`src/rtl/mem_access_unit.sv`:
```
// Load/store initiator for a single-port, word-addressed 32-bit data memory.
// It converts byte addresses to word addresses, extends loads and does sub-word stores by read-modify-write.
module mem_access_unit #(
    parameter int unsigned MEM_WORDS = 1024
) (
    input  logic        clock,
    input  logic        reset_n,
    input  logic        req_valid,
    output logic        req_ready,
    input  logic        req_we,
    input  logic [2:0]  req_funct3,
    input  logic [31:0] req_addr,
    input  logic [31:0] req_wdata,
    output logic        resp_valid,
    output logic [31:0] resp_rdata,
    output logic        resp_err,
    output logic        mem_rw,
    output logic [31:0] mem_ain,
    output logic [31:0] mem_din,
    input  logic [31:0] mem_dout
);

    typedef enum logic [2:0] {
        IDLE,
        RD,
        DATA,
        WR,
        DONE
    } state_t;

    state_t      state_reg, state_next;

    logic        we_reg;
    logic [2:0]  funct3_reg;
    logic [31:0] addr_reg;
    logic [31:0] wword_reg;
    logic [31:0] resp_rdata_reg;
    logic        resp_err_reg;

    logic        accept;
    logic        width_ok;
    logic        align_ok;
    logic        range_ok;
    logic        req_bad;
    logic [31:0] word_addr;
    logic [7:0]  lane_byte;
    logic [15:0] lane_half;
    logic [31:0] load_data;
    logic [3:0]  lane_sel;
    logic [31:0] merged_word;

    assign accept    = req_valid && (state_reg == IDLE);
    assign word_addr = {2'b00, addr_reg[31:2]};
    assign range_ok  = ({2'b00, req_addr[31:2]} < MEM_WORDS);
    assign req_bad   = !(width_ok && align_ok && range_ok);

    // Unsigned widths (100/101) exist only for loads.
    always_comb begin
        width_ok = 1'b0;
        align_ok = 1'b0;
        case (req_funct3)
            3'b000: begin
                width_ok = 1'b1;
                align_ok = 1'b1;
            end
            3'b001: begin
                width_ok = 1'b1;
                align_ok = ~req_addr[0];
            end
            3'b010: begin
                width_ok = 1'b1;
                align_ok = (req_addr[1:0] == 2'b00);
            end
            3'b100: begin
                width_ok = ~req_we;
                align_ok = 1'b1;
            end
            3'b101: begin
                width_ok = ~req_we;
                align_ok = ~req_addr[0];
            end
            default: begin
                width_ok = 1'b0;
                align_ok = 1'b0;
            end
        endcase
    end

    assign lane_byte = mem_dout[{addr_reg[1:0], 3'b000} +: 8];
    assign lane_half = mem_dout[{addr_reg[1], 4'b0000} +: 16];

    always_comb begin
        load_data = mem_dout;
        case (funct3_reg)
            3'b000:  load_data = {{24{lane_byte[7]}}, lane_byte};
            3'b100:  load_data = {24'h000000, lane_byte};
            3'b001:  load_data = {{16{lane_half[15]}}, lane_half};
            3'b101:  load_data = {16'h0000, lane_half};
            default: load_data = mem_dout;
        endcase
    end

    // Store lane merge: funct3_reg[0] distinguishes SH from SB on the RMW path.
    genvar gi;
    generate
        for (gi = 0; gi < 4; gi++) begin : g_lane
            localparam logic [1:0] LANE = 2'(gi);
            assign lane_sel[gi] = funct3_reg[0] ? (addr_reg[1] == LANE[1])
                                                : (addr_reg[1:0] == LANE);
            assign merged_word[8*gi +: 8] =
                !lane_sel[gi]  ? mem_dout[8*gi +: 8] :
                funct3_reg[0]  ? wword_reg[8*(gi % 2) +: 8] :
                                 wword_reg[7:0];
        end
    endgenerate

    always_ff @(posedge clock or negedge reset_n) begin
        if (!reset_n) begin
            state_reg <= IDLE;
        end else begin
            state_reg <= state_next;
        end
    end

    // Memory-side outputs decode straight from the state so an asynchronous
    // reset drops mem_rw before the next edge and no write can commit.
    always_comb begin
        state_next = state_reg;
        req_ready  = 1'b0;
        resp_valid = 1'b0;
        mem_rw     = 1'b0;
        mem_ain    = 32'h0;
        mem_din    = 32'h0;
        case (state_reg)
            IDLE: begin
                req_ready = 1'b1;
                if (req_valid) begin
                    if (req_bad) begin
                        state_next = DONE;
                    end else if (req_we && (req_funct3 == 3'b010)) begin
                        state_next = WR;
                    end else begin
                        state_next = RD;
                    end
                end
            end
            RD: begin
                mem_ain    = word_addr;
                state_next = DATA;
            end
            DATA: begin
                mem_ain    = word_addr;
                state_next = we_reg ? WR : DONE;
            end
            WR: begin
                mem_rw     = 1'b1;
                mem_ain    = word_addr;
                mem_din    = wword_reg;
                state_next = DONE;
            end
            DONE: begin
                resp_valid = 1'b1;
                state_next = IDLE;
            end
            default: begin
                state_next = IDLE;
            end
        endcase
    end

    always_ff @(posedge clock or negedge reset_n) begin
        if (!reset_n) begin
            we_reg         <= 1'b0;
            funct3_reg     <= 3'b000;
            addr_reg       <= 32'h0;
            wword_reg      <= 32'h0;
            resp_rdata_reg <= 32'h0;
            resp_err_reg   <= 1'b0;
        end else begin
            if (accept) begin
                we_reg     <= req_we;
                funct3_reg <= req_funct3;
                addr_reg   <= req_addr;
                wword_reg  <= req_wdata;
            end
            if ((state_reg == DATA) && we_reg) begin
                wword_reg <= merged_word;
            end
            // Response fields change only on entry to DONE and hold afterwards.
            if ((state_next == DONE) && (state_reg != DONE)) begin
                resp_rdata_reg <= (state_reg == DATA) ? load_data : 32'h0;
                resp_err_reg   <= (state_reg == IDLE);
            end
        end
    end

    assign resp_rdata = resp_rdata_reg;
    assign resp_err   = resp_err_reg;

endmodule

```
`config.mk`:
```
export PLATFORM = sky130hd
export DESIGN_NAME = mem_access_unit
export DESIGN_NICKNAME = d
export VERILOG_FILES = /design/src/rtl/mem_access_unit.sv
export SDC_FILE = /design/constraint.sdc
export NUM_CORES = 1
export LEC_CHECK = 0
export CORE_MARGIN = 2
export CORE_UTILIZATION = 46
export DETAILED_ROUTE_END_ITERATION = 8
export PLACE_DENSITY = 0.82
export SLEW_MARGIN = 0
export SYNTH_ARGS = -nofsm -noshare
export SYNTH_HDL_FRONTEND = slang
export SYNTH_SLANG_ARGS = --single-unit
```
`constraint.sdc`:
```
create_clock -name clock -period 2 [get_ports clock]
set_input_delay 0.4 -clock clock [delete_from_list [all_inputs] [get_ports clock]]
set_output_delay 0.4 -clock clock [all_outputs]
set_load 0.05 [all_outputs]
```
==> summary.txt, run 1 <==
Setup path
  – Reg2Reg Setup Slack: 10 ps
  – Critical path arrival: 1680 ps
  – CP max FO: 17
  – Startpoint Class: flip-flop
  – Worst EP required: 1600 ps
  – Kind of critical path: reg -> out
  – Crit end category: primary output

Global route
  – Pin count of the biggest net entering global routing: 49
  – Global-route wire length before repair: 32100 µm
  – Vias in the first global route: 5945
  – Total grt overflow: 0
  – GRT Total Usage: 31.3%
  – Initial antenna violation count: 0

Timing
  – Crit path time final: 2080 ps
  – Final Hold Viols: 0
  – Slew HR: 53.9%
  – Final Max Slew Viols: 0
  – Fmax: 481 MHz
  – Max Clock Skew: 4.60 ps
  – RSZ-0062 raised after global routing: true
  – Least-Margin Pin Slew: 691 ps
  – Endpoints failing setup: 63
  – Crit share post-route: 104%
  – Final worst slack: -76.9 ps
  – Hold Worst Slack: 16.9 ps
  – Fin Setup TNS: -2690 ps

Logic synthesis
  – Synth Register Bits: 104
  – Count of different cell masters after synthesis: 46
  – Top_reg_cell synth: dfrtp_1
  – Post-synth EDFFs: 0
  – Ys Warns: 0
  – Synthesized area per cell: 8.93 µm²
  – Post-Syn Instances: 641
  – Post-Syn Area: 5730 µm²
  – Seq/Total Area, Yosys: 45.5%
  – Async SR Flop Fraction: 100%

Die
  – Die area: 13400 µm²
  – Starting Density: 47.5%
  – Die X: 116 µm
  – Die H: 116 µm
  – Core area: 12100 µm²
  – I/O pin count: 203
  – Cell Rows: 40

Placement
  – I/O Buffers: 200
  – Post-DP HPWL: 15000 µm
  – Placer Congestion: 0.985
  – DP Area: 8770 µm²

Routing
  – WL/cell: 20.4 µm
  – Final WL: 21400 µm
  – DR pass1 iterations: 6
  – DR DRC count: 0
  – Post-route ant nets: 0
  – Total number of vias: 6052
  – DR vias/cell: 5.79
  – Initial drt markers: 530

Cells and area
  – Final core occ: 79.4%
  – Fill cells: 734
  – Seq. cell area: 2600 µm²
  – Layout area overhead: 67.3%
  – Share of layout cells above drive strength 1: 28.7%
  – Nets: 975
  – Diodes inserted: 0
  – Design area: 9580 µm²
  – Area occupied by multi-input gates: 3060 µm²

Clock network
  – Clock sink total: 104
  – CTS tree: done
  – Total CTS buffers: 9
  – Hold Buf Count CTS: 0
  – CTS root buffer: clkbuf_16
  – Clock slew at reported path FFs: 70 ps
  – Clk_lat worst skew: 350 ps
  – Longest Clk Path Bufs: 2
  – H-tree Lvls: 3

Job
  – Max-cap check violation count: 0

Status
  – Failing checks: setup timing
  – Outcome: complete, but fails checks

Power
  – Overall power: 5680 µW
  – Leak: 0.00443 µW
  – Peak VDD IR: 0.512 mV
  – Power Dens Cells: 593 nW/µm²

Worst hold path
  – Hold Path Class: in -> async
placed cells by master (no fill, tap or decap), types with 23 or more instances in the layout:
| master | instances |
|---|---|
| buf_12 | 76 |
| mux2_2 | 23 |
| nor2_1 | 39 |
| nand2_1 | 136 |
| clkdlybuf4s50_1 | 105 |
| and2_1 | 29 |
| o21ai_0 | 53 |
| dfrtp_1 | 103 |
| buf_4 | 67 |
| and2_4 | 34 |
synthesized netlist by cell type (2+ instances only):
cell type	count	area, µm²
nand2_1	136	510
nand2_2	2	12.5
a211oi_1	9	67.6
nand2b_1	10	62.6
a221o_1	8	80.1
a31oi_1	7	43.8
inv_1	17	63.8
o22ai_1	9	56.3
buf_4	4	30.0
mux2_2	23	259
mux2_1	2	22.5
a22oi_1	17	128
clkbuf_1	30	113
buf_2	9	45.0
nor2b_1	4	25.0
o221ai_1	7	61.3
o21ai_0	54	270
nor4_1	5	31.3
buf_6	4	45.0
buf_1	2	7.51
nor3_1	12	60.1
mux2i_1	24	240
dfrtp_1	104	2600
and2_1	64	400
a221oi_1	7	61.3
nor2_1	41	154
a21oi_1	11	55.1
timing repair:
action,4_1_cts,5_1_grt
setup endpoints to repair,96,125
setup buffers,8,7
gates cloned,4,1
gates resized for setup,48,34
pin swaps,7,16
worst max-delay path: stages, from the launching register on:
cell and delay [ps]:
dfrtp_1 420, buf_6 140, and3b_2 300, buf_12 170
and2_4 160, buf_12 130
path summary, 6_finish.rpt:
path                         startpoint       endpoint  cells after the start
max                        state_reg[2]    mem_din[14]                      5
min                             reset_n  wword_reg[19]                      1
max reg2reg                state_reg[2]   addr_reg[31]                      8
min reg2reg                 addr_reg[2]    addr_reg[2]                      2
max in group asynchronous       reset_n   addr_reg[24]                      2
min in group clock         req_addr[25]   addr_reg[25]                      3
metal layers:
layer	vias to the layer above	GRT usage (%)	wire length [µm]
met5	-	0	0
met4	0	12.0	905
met3	95	8.32	2080
met2	395	52.7	10400
met1	2900	38.6	7970
li1	2662	-	-
cell families (layout without fill, tap and decap cells):
kind of cell           after synthesis  after routing  share of synthesized area, %
DFF                                104            104                          45.5
buffers and inverters               67            299                          5.38
and+or+nand+nor                    281            281                          23.2
AOI/OAI and AO/OA                  138            141                          16.4
other                                1              2                        0.0655
muxes                               50             50                          9.51
report_power, final:
part | internal, µW | switching, µW
Combinational | 567 | 702
Sequential | 2280 | 153
Clock | 1170 | 802
Total | 4020 | 1660
stage by stage:
| stage | setup WS (ps) | cells |
|---|---|---|
| final | -76.9 | 1045 |
| after global placement | -468 | 1011 |
| after detailed placement | -584 | 1011 |
| after floorplan | -70.9 | 642 |
| after CTS | -70.5 | 1039 |
| after global routing | -143 | 1045 |
cell type report:
cell class	count	share of cell area, %
timing repair buffer	265	34.4
multi-input combinational	474	32.0
sequential	104	27.2
clock buffer	12	2.68
tap	168	2.19
clock inverter	4	0.797
inverter	18	0.745
Note: power is estimated with default switching activity, not from simulation.
==> inputs of run 2 (changes only) <==
- CAP_MARGIN: not set -> 0
- GPL_TIMING_DRIVEN: not set -> 0
==> summary.txt, run 2 (synthesized netlist as in run 1, its figures left out) <==
Status
  – Outcome: complete, but fails checks (unchanged)
  – Failing checks: setup timing (unchanged)

Setup path
  – Kind of critical path: reg -> out (unchanged)
  – CP max FO: 7 (was 17)
  – Most numerous cell on the critical path: buf_8 (was buf_12)
  – CP max stage cell: and3b_4 (was dfrtp_1)
  – Startpoint Class: flip-flop (unchanged)
  – Worst r2r src: state_reg[2] (unchanged)
  – Worst EP required: 1600 ps (about the same)
  – Critical path arrival: 1710 ps (was 1680 ps)
  – Critical R2R Capture: resp_rdata[8] (was addr_reg[31])
  – Reg2Reg Setup Slack: -10 ps (was 10 ps)
  – Cell Chain, Critical Path: buf_6, and3b_4, buf_8, and2_4, buf_8 (was buf_6, and3b_2, buf_12, and2_4, buf_12)
  – R2R cell count: 6 (was 8)
  – Slowest cell delay on critical path: 420 ps (about the same)
  – Crit end category: primary output (unchanged)

Global route
  – Global-route wire length before repair: 30300 µm (was 32100 µm)
  – Pin count of the biggest net entering global routing: 57 (was 49)
  – GRT Total Usage: 29.6% (was 31.3%)
  – Vias in the first global route: 5660 (was 5945)
  – Initial antenna violation count: 0 (unchanged)
  – Total grt overflow: 0 (unchanged)

Clock network
  – Longest Clk Path Bufs: 2 (unchanged)
  – Clk_lat worst skew: 350 ps (about the same)
  – Clock sink total: 104 (unchanged)
  – Total CTS buffers: 9 (unchanged)
  – CTS tree: done (unchanged)
  – Clock slew at reported path FFs: 70 ps (about the same)
  – Hold Buf Count CTS: 0 (unchanged)
  – CTS root buffer: clkbuf_16 (unchanged)
  – H-tree Lvls: 3 (unchanged)

Cells and area
  – Layout area overhead: 54.1% (was 67.3%)
  – Fill cells: 893 (was 734)
  – Final core occ: 73.1% (was 79.4%)
  – Area occupied by multi-input gates: 3000 µm² (was 3060 µm²)
  – Seq. cell area: 2610 µm² (was 2600 µm²)
  – Design area: 8820 µm² (was 9580 µm²)
  – Commonest cells after routing, fill and taps aside: nand2_1, clkdlybuf4s50_1, dfrtp_1 (unchanged)
  – Diodes inserted: 0 (unchanged)
  – Nets: 979 (was 975)
  – Share of layout cells above drive strength 1: 24.8% (was 28.7%)
  – Commonest non-fill, non-tap cell in the layout: nand2_1 (unchanged)

Routing
  – DR pass1 iterations: 6 (unchanged)
  – Initial drt markers: 341 (was 530)
  – DR vias/cell: 5.60 (was 5.79)
  – Post-route ant nets: 0 (unchanged)
  – DR DRC count: 0 (unchanged)
  – Final WL: 20400 µm (was 21400 µm)
  – WL/cell: 19.5 µm (was 20.4 µm)
  – Total number of vias: 5867 (was 6052)

Timing
  – Final worst slack: -114 ps (was -76.9 ps)
  – Slew HR: 56.5% (was 53.9%)
  – Least-Margin Pin Slew: 652 ps (was 691 ps)
  – Final Hold Viols: 0 (unchanged)
  – Crit path time final: 2110 ps (was 2080 ps)
  – Crit share post-route: 106% (was 104%)
  – Final Max Slew Viols: 0 (unchanged)
  – Max Clock Skew: 6.51 ps (was 4.60 ps)
  – RSZ-0062 raised after global routing: true (unchanged)
  – Endpoints failing setup: 31 (was 63)
  – Fin Setup TNS: -2890 ps (was -2690 ps)
  – Fmax: 473 MHz (was 481 MHz)

Placement
  – Post-DP HPWL: 14900 µm (was 15000 µm)
  – I/O Buffers: 200 (unchanged)
  – Placer Congestion: 0.934 (was 0.985)
  – DP Area: 7990 µm² (was 8770 µm²)
  – Pre-CTS setup slack: -638 ps (was -584 ps)

Die
  – Cell Rows: 40 (unchanged)
  – Starting Density: 47.5% (unchanged)
  – Die H: 116 µm (unchanged)
  – I/O pin count: 203 (unchanged)
  – Core area: 12100 µm² (unchanged)
  – Die X: 116 µm (unchanged)
  – Die area: 13400 µm² (unchanged)

Power
  – Leak: 0.00419 µW (was 0.00443 µW)
  – Peak VDD IR: 0.357 mV (was 0.512 mV)
  – Power Dens Cells: 602 nW/µm² (was 593 nW/µm²)

Job
  – Max-cap check violation count: 0 (unchanged)

Worst hold path
  – Hold Path Class: in -> async (unchanged)
run 2: cell types whose count changed in the layout (fill, tap and decap cells not counted), sizes merged:
cell and delta:
buf -35, clkbuf +23, clkdlybuf4s50 +14, dlymetal6s2s +3, o22ai -3, bufinv -2, clkinv +2, and3b +1
clkdlybuf4s15 +1, clkinvlp -1
run 2: through the flow:
step                      instances  total power (µW)  hold WS (ps)
after floorplan                 642              3050           104
after global placement         1010              3530           450
after detailed placement       1011              3580           455
after CTS                      1032              5230           103
after global routing           1048              5520           124
final                          1048              5310          74.4
run 2: worst max-delay path by stage:
stage                 start              to  slack [ps]  cells after the start
2_1_floorplan  state_reg[2]  resp_rdata[10]         -70                      6
3_3_place_gp        reset_n    addr_reg[12]       -3200                      1
3_5_place_dp   state_reg[2]     mem_din[16]        -640                      5
4_1_cts        state_reg[2]     mem_din[29]        -120                      5
5_1_grt        state_reg[2]     mem_din[12]        -130                      5
6_report       state_reg[2]      mem_din[5]        -110                      5
run 2: routing by layer:
layer	vias to the layer above	part of all wire [%]	routed length (µm)	track usage [%]
met3	40	10	2040	7.01
met4	0	2.1	421	8.51
met2	342	50	10100	51.7
met5	-	0	0	0
li1	2666	-	-	-
met1	2819	38	7820	36.7
run 2: worst max-delay path, delay by kind of cell, from the launching register on:
| family | cells | cell delay [ps] |
|---|---|---|
| buf+inv | 3 | 420 |
| flops | 1 | 370 |
| simple gates | 2 | 570 |
run 2: final cells by class:
class | instances | area share, %
Buffer | 47 | 3.60
Multi-Input combinational cell | 472 | 34.0
Tap cell | 168 | 2.38
Timing Repair Buffer | 224 | 26.7
Sequential cell | 104 | 29.5
Clock buffer | 12 | 2.91
Inverter | 18 | 0.766
Clock inverter | 3 | 0.199
run 2: power by group:
group | internal, µW | total [µW] | switching, µW | leakage, µW
logic | 521 | 1210 | 685 | 0.00273
registers | 2290 | 2440 | 151 | 0.00132
clock network | 902 | 1670 | 764 | 0.000134
total | 3710 | 5310 | 1600 | 0.00419
run 2: repair_timing:
| action | in CTS | in global routing |
|---|---|---|
| setup buffers | 3 | 17 |
| gates resized for setup | 490 | 73 |
| cloned | 4 | 0 |
| hold endpoints to repair | 0 | 0 |
| pin swaps | 15 | 17 |
| endpoints found under the setup margin | 91 | 115 |
==> variant: new RTL, settings of run 1 <==
The 5 states of `state_t` get a one-hot encoding in 5 bits.
--- a/src/rtl/mem_access_unit.sv
+++ b/src/rtl/mem_access_unit.sv
@@ -22,8 +22,8 @@
 
-    typedef enum logic [2:0] {
-        IDLE,
-        RD,
-        DATA,
-        WR,
-        DONE
+    typedef enum logic [4:0] {
+        IDLE = 5'b00001,
+        RD   = 5'b00010,
+        DATA = 5'b00100,
+        WR   = 5'b01000,
+        DONE = 5'b10000
     } state_t;
Check against the original RTL: same outputs for any inputs over 10 cycles, from zero or initial values and one cycle with reset_n low; not proved beyond that.
==> variant against run 1 <==
  * The flow still finishes with violations (negative setup slack)
  * Count of clock-buffer cells in the layout fell by 2
  * Area after synthesis up 3.5%
  * Sequential power grew 11%
  * Wire length rose by 17%
  * Sequential cell count increased by 2
  * Via count grew 9.7%
  * Worst setup slack got worse by 0.46 ns
  * Global-route usage up 1.9 points
  * Non-clock buffer count up 34
  * Sequential share of layout area decreased by 0.70 points
  * Total power increased by 11%
  * Final area grew 4.7%
  * Critical path depth is 2 higher
  * Die area increased by 3.4%
  * Largest cell class unchanged
==> variant: results (changes against run 1) <==
total global-route track usage 0.3316 (was 0.3129); Clock-cell share 0.02682 (was 0.03475); synth unique cells 48 (was 46); Worst Skew 0.009384 ns (was 0.004600 ns); multi-input combinational cell count 473 (was 474); Setup crit end mem_ain[15] (was mem_din[14]); Final setup viols 98 (was 63); area of placed instances 9318 um^2 (was 8767 um^2); Final Util 0.7948 (was 0.7941); most frequent cells after synthesis nand2_1, dfrtp_1, and2_1 (unchanged); Seq/total area 0.2648 (was 0.2718); share of cells above drive strength 1 0.3693 (was 0.2873); Post-Syn Area per Cell 9.145 um^2 (was 8.932 um^2); DR WL/cell 22.84 um (was 20.45 um); reg2reg end resp_rdata[10]$_DFFE_PN0P_ (was addr_reg[31]$_DFFE_PN0P_); nets 1016 (was 975); total routed wirelength 24.90 mm (was 21.37 mm); sequential area share after synthesis 0.4478 (was 0.4545); inverters 24 (was 18); fraction of area in multi-input gates 0.3217 (was 0.3195); CTS root buf clkbuf_16 (unchanged); cells on worst reg2reg path 9 (was 8); 1st-iter DRT viols 1166 (was 530); vias 6641 (was 6052); flops & latches, synth 106 (was 104); Non-clock buffer share 0.3562 (was 0.3445); Flop+latch power 2.70 mW (was 2.44 mW); Worst R2R Setup Slack -0.37 ns (was 0.01 ns); Slowest-stage cell, CP dfrtp_1 (unchanged); placer congestion estimate 0.9655 (was 0.9846); TNS Setup -41.51 ns (was -2.686 ns); # fillers 701 (was 734); initial antenna violation count 1 (was 0); vias in the first global route 6516 (was 5945); Tightest Pin Transition 0.6642 ns (was 0.6906 ns); Worst Hold Class primary input to flip-flop (was primary input to asynchronous set/reset pin); Rows 41 (was 40); post-synthesis mux area share 0.1115 (was 0.09506); failing checks negative setup slack (unchanged); clock share of power 0.268 (was 0.347); worst-path maximum fanout 8 (was 17); Buffers excl. clock 299 (was 265); leakage power 4.660 nW (was 4.433 nW); status complete, but fails checks (unchanged); dominant cells by area after synthesis dfrtp_1, nand2_1, and2_1, mux2_2, mux4_2 (was dfrtp_1, nand2_1, and2_1, o21ai_0, mux2_2); PnR worst setup slack -0.5321 ns (was -0.07693 ns); Ys Warns 0 (unchanged); Worst-Skew Late Latency 0.36 ns; max-slew violation count 0 (unchanged); Post-Place Worst Slack -0.6257 ns (was -0.5841 ns); DP Wirelength 15.53 mm (was 14.99 mm); First-pass DRT Iterations 7 (was 6); clk_buf instances 10 (was 12); worst hold slack 0.4197 ns (was 0.01687 ns); first-pass GRT wire length 35.89 mm (was 32.09 mm); P_sw 2.179 mW (was 1.657 mW); Setup crit start state_reg[1]$_DFF_PN0_ (was state_reg[2]$_DFF_PN0_); largest net degree at the start of global routing 47 (was 49); Sw Share 0.3448 (was 0.2918)
[variant: cell count changes after synthesis, moves of 6 or more]
cell,change
mux2i_1,-18
nor3_1,-7
nand2_1,+15
o221ai_1,-7
o21ai_0,-24
a21oi_1,+17
nand2b_1,-8
nand3_1,+13
inv_1,+6
mux4_2,+7
mux2_4,+10
a21oi_2,+9
[variant: per-layer routing]
| layer | track usage | vias to the layer above | share of wire |
|---|---|---|---|
| li1 | - | 2780 | - |
| met1 | 0.3921 | 3147 | 0.34 |
| met2 | 0.5537 | 548 | 0.48 |
| met3 | 0.08721 | 164 | 0.11 |
| met4 | 0.1777 | 2 | 0.069 |
| met5 | 0 | - | 0.00044 |
[variant: repair_timing]
action                                 CTS  global route
cloned                                   6             4
endpoints found under the hold margin   22             0
pin swaps                               12            16
setup buffers                            7             3
gates resized for setup                 42            18
setup endpoints to repair               98           132
hold buffers                             1             0
